**src/rtl/reg_arb_pkg.sv**
```systemverilog
// Shared types and default widths for the register-file write arbiter.
package reg_arb_pkg;

    localparam int unsigned REG_W = 8;
    localparam int unsigned REG_D = 3;

    typedef enum logic {
        ARB   = 1'b0,
        CLEAR = 1'b1
    } arb_state_t;

endpackage

```
**src/rtl/reg_wr_slot.sv**
```systemverilog
// One-entry hold buffer for a single write requester.
module reg_wr_slot
    import reg_arb_pkg::*;
#(
    parameter int unsigned W = REG_W,
    parameter int unsigned D = REG_D
) (
    input  logic         clk,
    input  logic         rst_n,
    input  logic         load,
    input  logic [D-1:0] ld_addr,
    input  logic [W-1:0] ld_data,
    input  logic         drain,
    output logic         valid,
    output logic [D-1:0] addr,
    output logic [W-1:0] data
);

    logic         hv_q, hv_d;
    logic [D-1:0] ha_q, ha_d;
    logic [W-1:0] hd_q, hd_d;

    // A load in the same cycle as a drain refills the slot.
    always_comb begin
        hv_d = hv_q;
        ha_d = ha_q;
        hd_d = hd_q;
        if (load) begin
            hv_d = 1'b1;
            ha_d = ld_addr;
            hd_d = ld_data;
        end else if (drain) begin
            hv_d = 1'b0;
        end
    end

    always_ff @(posedge clk or negedge rst_n) begin
        if (!rst_n) begin
            hv_q <= 1'b0;
            ha_q <= '0;
            hd_q <= '0;
        end else begin
            hv_q <= hv_d;
            ha_q <= ha_d;
            hd_q <= hd_d;
        end
    end

    assign valid = hv_q;
    assign addr  = ha_q;
    assign data  = hd_q;

endmodule

```
**src/rtl/reg_wr_arbiter.sv**
```systemverilog
// Round-robin owner of the reg_file write port, with a one-write-per-cycle clear sweep.
module reg_wr_arbiter
    import reg_arb_pkg::*;
#(
    parameter int unsigned W = REG_W,
    parameter int unsigned D = REG_D
) (
    input  logic         clk,
    input  logic         rst_n,
    input  logic         req0_valid,
    output logic         req0_ready,
    input  logic [D-1:0] req0_addr,
    input  logic [W-1:0] req0_data,
    input  logic         req1_valid,
    output logic         req1_ready,
    input  logic [D-1:0] req1_addr,
    input  logic [W-1:0] req1_data,
    input  logic         clr_req,
    output logic         clr_busy,
    output logic         clr_done,
    output logic         wr_en,
    output logic [D-1:0] wr_addr,
    output logic [W-1:0] wr_data,
    output logic [1:0]   grant
);

    localparam logic [D-1:0] LAST_ADDR = '1;

    arb_state_t   state_q, state_d;
    logic [D-1:0] clr_ptr_q, clr_ptr_d;
    logic         rr_last_q, rr_last_d;
    logic         run_q;

    logic         hv0, hv1;
    logic [D-1:0] ha0, ha1;
    logic [W-1:0] hd0, hd1;
    logic         acc0, acc1;

    // run_q keeps the readys low while reset is asserted and for the first edge after.
    always_ff @(posedge clk or negedge rst_n) begin
        if (!rst_n) begin
            state_q   <= ARB;
            clr_ptr_q <= '0;
            rr_last_q <= 1'b1;
            run_q     <= 1'b0;
        end else begin
            state_q   <= state_d;
            clr_ptr_q <= clr_ptr_d;
            rr_last_q <= rr_last_d;
            run_q     <= 1'b1;
        end
    end

    always_comb begin
        state_d   = state_q;
        clr_ptr_d = clr_ptr_q;
        rr_last_d = rr_last_q;
        grant     = 2'b00;
        wr_en     = 1'b0;
        wr_addr   = '0;
        wr_data   = '0;
        clr_busy  = 1'b0;
        clr_done  = 1'b0;
        case (state_q)
            ARB: begin
                // Tie goes to the port that did not win last time.
                if (hv0 && hv1) begin
                    grant = rr_last_q ? 2'b01 : 2'b10;
                end else if (hv0) begin
                    grant = 2'b01;
                end else if (hv1) begin
                    grant = 2'b10;
                end
                if (grant[0]) begin
                    wr_en   = 1'b1;
                    wr_addr = ha0;
                    wr_data = hd0;
                end else if (grant[1]) begin
                    wr_en   = 1'b1;
                    wr_addr = ha1;
                    wr_data = hd1;
                end
                if (grant != 2'b00) begin
                    rr_last_d = grant[1];
                end
                if (clr_req) begin
                    state_d   = CLEAR;
                    clr_ptr_d = '0;
                end
            end
            CLEAR: begin
                wr_en     = 1'b1;
                wr_addr   = clr_ptr_q;
                clr_busy  = 1'b1;
                clr_ptr_d = clr_ptr_q + D'(1);
                if (clr_ptr_q == LAST_ADDR) begin
                    clr_done = 1'b1;
                    state_d  = ARB;
                end
            end
            default: state_d = ARB;
        endcase
    end

    // Readys depend only on state, never on the valids.
    always_comb begin
        req0_ready = run_q && (state_q == ARB) && (!hv0 || grant[0]);
        req1_ready = run_q && (state_q == ARB) && (!hv1 || grant[1]);
        acc0       = req0_valid && req0_ready;
        acc1       = req1_valid && req1_ready;
    end

    reg_wr_slot #(.W(W), .D(D)) u_slot0 (
        .clk     (clk),
        .rst_n   (rst_n),
        .load    (acc0),
        .ld_addr (req0_addr),
        .ld_data (req0_data),
        .drain   (grant[0]),
        .valid   (hv0),
        .addr    (ha0),
        .data    (hd0)
    );

    reg_wr_slot #(.W(W), .D(D)) u_slot1 (
        .clk     (clk),
        .rst_n   (rst_n),
        .load    (acc1),
        .ld_addr (req1_addr),
        .ld_data (req1_data),
        .drain   (grant[1]),
        .valid   (hv1),
        .addr    (ha1),
        .data    (hd1)
    );

endmodule

```
**config.mk**
```make
export PLATFORM = sky130hd
export DESIGN_NAME = reg_wr_arbiter
export DESIGN_NICKNAME = d
export VERILOG_FILES = /design/src/rtl/reg_arb_pkg.sv /design/src/rtl/reg_wr_slot.sv /design/src/rtl/reg_wr_arbiter.sv
export SDC_FILE = /design/constraint.sdc
export NUM_CORES = 1
export LEC_CHECK = 0
export CAP_MARGIN = 20
export CORE_MARGIN = 5
export CORE_UTILIZATION = 40
export CTS_BUF_LIST = sky130_fd_sc_hd__clkbuf_8
export DETAILED_ROUTE_END_ITERATION = 6
export PLACE_DENSITY = 0.82
export SETUP_SLACK_MARGIN = 0.02
export SYNTH_ARGS = -nofsm -noshare
export SYNTH_HDL_FRONTEND = slang
export SYNTH_SLANG_ARGS = --single-unit
```
**constraint.sdc**
```tcl
create_clock -name clk -period 2 [get_ports clk]
set_input_delay 0.5 -clock clk [delete_from_list [all_inputs] [get_ports clk]]
set_output_delay 0.5 -clock clk [all_outputs]
set_load 0.01 [all_outputs]
```
# [After elaboration in Yosys (flattened, before gate mapping)]
# Index checks and enable logic that the tools add are counted.
[word_totals] ff_bits=30 inputBits=27 out_inout_bits=18 elab_cells=55
[op_classes] muxes=27 bitwise_logic=1 add_sub_neg=1 n_eq_ne=2 n_reduce_logical=14
[ops] cell="$mux W8" n=3
[ops] cell="$mux W2" n=6
[ops] cell="$pmux W3 S2" n=2
[ops] cell="$mux W1" n=11
[ops] cell="$mux W3" n=3
[ops] cell="$logic_and A1 B1 Y1" n=6
[ops] cell="$reduce_bool A2 Y1" n=3
[ops] cell="$pmux W1 S2" n=2
[ops] cell="$add A3 B1 Y3 const B" n=1
[ops] cell="$eq A3 B3 Y1 const B" n=1
[ops] cell="$logic_not A1 Y1" n=2
[ops] cell="$logic_or A1 B1 Y1" n=2
[ops] cell="$ne A2 B2 Y1 const B" n=1
[ops] cell="$reduce_and A2 Y1" n=1
[ops] cell="$not A1 Y1" n=1

# [Logic depth before layout (Yosys ltp)]
[depth] ltp_word=9 depth_mapped=6 depth_no_buf=4

# [By module]
# A second synthesis with hierarchy kept.
[unflattened] hier_cells=102 hier_area_um2=1453.9
[modules_own_cells] mod="reg_wr_slot" cells_each=26 instances=2 area_each_um2=481.7 seq_area_each_um2=300.3
[modules_own_cells] mod="reg_wr_arbiter" cells_each=50 instances=1 area_each_um2=490.5 seq_area_each_um2=151.4

# [Worst setup path after synthesis]
# OpenSTA, ideal clock, no wires.
[synth_path] kind="flip-flop to output port" startpoint="register rr_last_q" endpoint="output wr_addr[1]" path_slack_ps=271 stages_incl_launch_ff=6 arrival_ps=1229 required_ps=1500 path_cell_list="dfstp_2 nand2b_1 nand3b_2 inv_2 buf_2 a221o_1"
[synth_between] elab_chain_cells=6
[synth_lines] element="start, declared" line_no="reg_wr_arbiter.sv:31" rtl="logic rr_last_q, rr_last_d;"
[synth_lines] element="start signal, assigned" line_no="reg_wr_arbiter.sv:49" rtl="rr_last_q <= rr_last_d;"
[synth_lines] element="$mux W2 (*)" line_no="reg_wr_arbiter.sv:68" rtl="grant = rr_last_q ? 2'b01 : 2'b10;"
[synth_lines] element="$mux W2 (*)" line_no="reg_wr_arbiter.sv:67" rtl="if (hv0 && hv1) begin"
[synth_lines] element="$mux W2 (*)" line_no="reg_wr_arbiter.sv:64" rtl="case (state_q)"
[synth_lines] element="$mux W3" line_no="reg_wr_arbiter.sv:78" rtl="end else if (grant[1]) begin"
[synth_lines] element="$mux W3 (*)" line_no="reg_wr_arbiter.sv:74" rtl="if (grant[0]) begin"
[synth_lines] element="$pmux W3 S2 (*)" line_no="reg_wr_arbiter.sv:64"
[synth_lines] element="end, declared" line_no="reg_wr_arbiter.sv:22" rtl="output logic [D-1:0] wr_addr,"
# Mark *: on every way between the ends. The rest lies on a longest branch, timed or not. The select of a mux whose other input is x is not followed.

# [Final worst setup path]
[layout_path] startpoint="register rr_last_q" endpoint="output wr_addr[2]"
# Same word-level chain as after synthesis.

==> results.yml <==
timing:
  skew_ns: 0.00516
  post-route-period-util_pct: 104
  hold_viol_final: 0
  setup_viol: 11
  max_freq_ghz: 0.482
  maxSlewViolCount: 0
  min_period_ns: 2.08
  setup_slack_ns: -0.0765
  grt_setup_unrepaired: "true"
  hold_slack_ns: 0.489
logic_synthesis:
  synth_top_area_cell: "dfrtp_1"
  async_flop_share_pct: 100
  netlist_area_mm2: 0.00141
  synth_edf_count: 0
  yosysSeqAreaShare_pct: 53.4
  synthCells: 107
  synth_nets: 136
  synth_top_area_share_pct: 51.6
  yosys_warnings: 0
  ys_types: 35
  ys_seq_elements: 30
  ys.flop_type: "dfrtp_1"
  synthTopCellsByArea: "dfrtp_1 (52%), mux2_2 (10%), mux2_1 (7.2%)"
  syn_avg_cell_area_um2: 13.2
clocking:
  cts_made_buffers: 5
  clkSinkCount: 30
  cts_max_level: 2
  clockRootBuffer: "clkbuf_8"
  clockBufferDepth: 2
  clk-insertion-delay-late_ns: 0.28
  cts_tree: "built"
  path_clk_slew_ns: 0.06
power_and_ir_drop:
  p_leak_nw: 1.01
  ir_drop_v: 0.000930
  p_total_w: 0.00299
  power-per-cell-area_mw_per_mm2: 1400
worst_setup_path:
  r2r-start: "rr_last_q"
  worstSetupEndpointType: "output port"
  worstPathArrival_ns: 1.58
  ff2ff_path_depth: 6
  required_ns: 1.50
  crit_start: "rr_last_q"
  start_kind: "flip-flop"
  critical_path.max_fanout: 4
  critPathKind: "flip-flop to output port"
detailed_routing:
  drcViolationCount: 0
  first_pass_iters: 4
  drt-total-wl_mm: 3.46
  num_vias: 1087
  routedWlPerCell_um: 15.7
  ant_nets: 0
  drt_iter0_drc: 32
  vias_per_cell: 4.94
placed_design:
  post-place-ws_ns: -0.202
  io_buffers: 44
  dp.final_hpwl_mm: 2.47
  place_congestion: 0.819
global_routing:
  met3_usage_pct: 7.10
  first_global_vias: 1226
  grt_overflow: 0
  grt_use_met1_pct: 17.1
  busiest_layer: "met2"
  grt_max_degree: 31
  grt_first_pass_wirelength_mm: 5.87
  antenna_found_initial: 0
  track_usage_pct: 15.5
  met2_usage_pct: 25.8
finish:
  multiInputGateArea_um2: 644
  drive_above_1_share_pct: 43.1
  regArea_um2: 752
  antenna_cells: 0
  nFillCells: 278
  fin_nets: 202
  area_growth_pct: 52.0
floorplan:
  dieArea_mm2: 0.00481
  die_h_um: 69.3
  coreArea_mm2: 0.00336
  start_util_pct: 41.9
  ioPinCount: 45
  rows: 21
  dieWidth_um: 69.3
outcome:
  status: "finished with violations"
  violations: "setup timing"
job:
  maxCapViolCount: 0
hold_path:
  holdPathStages: 1
  min_from: "u_slot0.addr[0]"
  holdCritPathClass: "flip-flop to flip-flop"
[synth_stat cells (2+ instances only)]
master     n
inv_1      4
mux2_2    13
buf_2      2
a221o_1    2
nand2_1    2
nand2b_1   2
ha_1       2
a21o_1     3
a21oi_1    3
dfrtp_1   29
and2_1     3
mux2_1     9
buf_4      3
a22o_1     9
[per-stage QoR]
step | instance area [um2] | setup TNS, ns | utilization [%] | instances
floorplan | 1410 | 0 | - | 107
global placement | 1990 | -1.50 | 59.2 | 204
detailed placement | 1990 | -2.01 | 59.2 | 204
CTS | 2100 | -0.586 | 62.6 | 219
global route | 2140 | -1.14 | 63.6 | 220
finish | 2140 | -0.679 | 63.6 | 220
[per-layer routing]
layer | up-vias | part of all wire, %
met5 | - | 0
met4 | 0 | 2.3
met3 | 8 | 7.3
met2 | 46 | 49
met1 | 523 | 41
li1 | 510 | -
[sequential cells by signal, indices dropped and copies added (netlist names)]
name / count
clr_ptr_q: 3
rr_last_q: 1
run_q: 1
state_q: 1
u_slot0.addr: 3
u_slot0.data: 8
u_slot0.valid: 1
u_slot1.addr: 3
u_slot1.data: 8
u_slot1.valid: 1
[cell families (layout without fill, tap and decap cells)]
kind of cell | Yosys count | after routing | share of synthesized area [%]
DFF | 30 | 30 | 53.4
muxes | 23 | 23 | 18.3
AOI/OAI and AO/OA | 21 | 21 | 13.0
and+or+nand+nor | 17 | 17 | 8.18
buffers and inverters | 13 | 80 | 5.07
adders and majority gates | 2 | 2 | 1.78
other | 1 | 1 | 0.266
[repair_timing]
item	CTS	global route
setup endpoints to repair	17	17
pin swaps	4	6
cloned	1	0
endpoints found under the hold margin	0	0
buffers inserted	6	3
hold buffers	0	0
gates resized for setup	70	12
[power breakdown]
part	internal, W	switching, W
clock	0.000272	0.000216
combinational	0.000802	0.000605
sequential	0.000910	0.000188
total	0.00198	0.00101
[worst paths after layout]
kind | to | slack (ns)
min reg2reg | u_slot0.addr[0] | 0.49
min in group asynchronous | u_slot1.addr[0] | 0.59
max | wr_addr[2] | -0.08
max in group asynchronous | rr_last_q | 1.09
min | u_slot0.addr[0] | 0.49
max reg2reg | u_slot0.data[6] | 0.19
[cells in the final DEF (no fill, tap or decap), types with 3 or more instances in the layout]
cell type	n
dfrtp_1	29
a21o_1	3
buf_6	4
clkbuf_8	6
and2_1	3
mux2_2	13
inv_1	4
buf_4	18
a22o_1	9
mux2_1	9
clkdlybuf4s50_1	27
buf_2	13
[worst max-delay path: stages, from the launching register on]
cell and delay, ns:
dfstp_2 0.56, nand2_2 0.07, nand3b_1 0.12, inv_2 0.09, a221o_1 0.31, buf_2 0.15
[layout make-up]
cell class | instances | share of cell area, %
multi-input combinational | 64 | 30.1
timing repair buffer | 66 | 26.4
timing repair inverter | 1 | 0.351
clock inverter | 2 | 0.409
clock buffer | 6 | 3.86
tap | 46 | 2.69
sequential | 30 | 35.1
inverter | 5 | 0.994
No activity file was read; power rests on OpenSTA's default activity.
==> patch (same flow settings) <==
Take the reset off `hd_q` and load it in a clocked block of its own.
--- a/src/rtl/reg_wr_slot.sv
+++ b/src/rtl/reg_wr_slot.sv
@@ -40,3 +40,2 @@
             ha_q <= '0;
-            hd_q <= '0;
         end else begin
@@ -44,4 +43,7 @@
             ha_q <= ha_d;
-            hd_q <= hd_d;
         end
+    end
+
+    always_ff @(posedge clk) begin
+        hd_q <= hd_d;
     end
Function: no difference found for any inputs over 10 cycles, from zero or initial values and one cycle with rst_n low; that may be too few to reach the edited logic, so the function may still have changed.
==> patch against the unedited design <==
- the run still ends with negative setup slack left
- first-iteration DRC count grew 9.4%
- setup slack lost 25 ps
- total power shrank 16%
- combinational power shrank 20%
- sequential cell count is the same
- global-route usage shrank 0.65 points
- cell area shrank 8.3%
- final cell count shrank 9.1%
- routed wire length shrank 11%
- area after synthesis shrank 6.4%
- critical endpoint is now wr_addr[1]
- largest cell class unchanged
==> patch: results <==
set metrics [dict create \
    outcome "finished, violations left" \
    failing_checks "negative setup slack" \
    worst-r2r-setup-slack_ps 300 \
    post_dp_hpwl_mm 2.18 \
    worstRegToRegCells 5 \
    critPathMaxFanout 3 \
    yosys.cell_types.count 30 \
    place_congestion 0.925 \
    routed-via-count 950 \
    skew_ps 7.99 \
    reg2reg_to "u_slot0.data[4]$_DFFE_PP_" \
    whs_endpoint "u_slot1.addr[1]$_DFFE_PN0P_" \
    timing.final.ws_setup_ps -101 \
    drt-initial-drc-count 35 \
    setup-violations-final 12 \
    worstPathArrival_ps 1600 \
    start_util_pct 42.5 \
    timing.setup.tns_ps -507 \
    worst_path_largest_cell_delay_ps 380 \
    first_global_vias 988 \
    synthTopCellsByArea "sky130_fd_sc_hd__edfxtp_1, sky130_fd_sc_hd__dfrtp_1, sky130_fd_sc_hd__mux2_4" \
    wire_length_of_the_first_global_routing_pass_mm 4.69 \
    ys_async_sr_fraction_pct 46.7 \
    grt_start_max_net_pins 15 \
    synth_edf_count 16 \
    p_leak_nw 0.862 \
    hold_path.startpoint "u_slot1.addr[1]$_DFFE_PN0P_" \
]
-- patch: cell count changes in the layout (fill, tap and decap cells not counted), moves of 3 or more --
cell,delta
sky130_fd_sc_hd__dfrtp_1,-17
sky130_fd_sc_hd__edfxtp_1,+16
sky130_fd_sc_hd__mux2_2,-13
sky130_fd_sc_hd__mux2_1,-9
sky130_fd_sc_hd__mux2_4,+6
sky130_fd_sc_hd__buf_4,-3
-- patch: worst max path at each step --
stage / to / slack, ps / cells after the start
after floorplan: wr_addr[1] / 270 / 6
after global placement: wr_data[1] / -120 / 5
after detailed placement: wr_data[6] / -180 / 5
after CTS: wr_addr[1] / -120 / 6
after global routing: wr_addr[1] / -180 / 6
final: wr_addr[1] / -100 / 6
-- patch: metrics by stage --
step                worst slack, ps  instance area (µm²)  total power (W)  instances  hold WS (ps)
detailed placement             -182                 1840          0.00202        183           500
global route                   -176                 1960          0.00267        200           516
floorplan                       271                 1320          0.00155         90           204
global placement               -120                 1840          0.00199        183           493
finish                         -101                 1960          0.00252        200           514
CTS                            -124                 1960          0.00249        199           514
-- patch: cell type report --
cell class                 instances  area share (%)
sequential                        30            42.5
clock inverter                     3           0.638
tap                               44            2.81
timing repair buffer              63            26.7
timing repair inverter             1           0.383
clock buffer                       5            3.51
inverter                           6            1.53
multi-input combinational         48            22.0
-- patch: kinds of logic (layout without fill, tap and decap cells) --
group	Yosys count	after routing	share of synthesized area, %
flip-flops	30	30	63.2
adder cells (fa/ha/maj)	2	2	1.90
multiplexers	7	7	7.60
buffers and inverters	12	78	5.79
AND/OR/NAND/NOR	16	16	6.93
AO/OA/AOI/OAI	22	22	14.3
other	1	1	0.285
-- patch: worst reg2reg max path: cells and delay by family (launching register included) --
family / cells / cell delay [ps]
buf+inv: 3 / 420
compound gates: 1 / 280
simple gates: 1 / 150
flops: 1 / 550
-- patch: repair_timing --
action / in CTS / in global routing
endpoints found under the setup margin: 17 / 16
pin swaps: 10 / 2
cloned: 1 / 0
hold endpoints to repair: 0 / 0
setup buffers: 7 / 1
gates resized for setup: 69 / 7
-- patch: per-layer routing --
layer  wire, µm  share of wire (%)  up-vias  global-route usage [%]
li1           -                  -      455                       -
met1       1200                 39      470                    15.3
met2       1680                 54       19                    26.4
met3        134                4.3        6                    3.99
met4         78                2.5        0                    9.37
met5          0                  0        -                       0
-- patch: power by group --
group | total [W] | leakage, nW | switching [W] | internal (W)
sequential | 0.000942 | 0.309 | 0.000111 | 0.000832
clock | 0.000444 | 0.0468 | 0.000211 | 0.000233
combinational | 0.00113 | 0.506 | 0.000508 | 0.000623
total | 0.00252 | 0.862 | 0.000829 | 0.00169
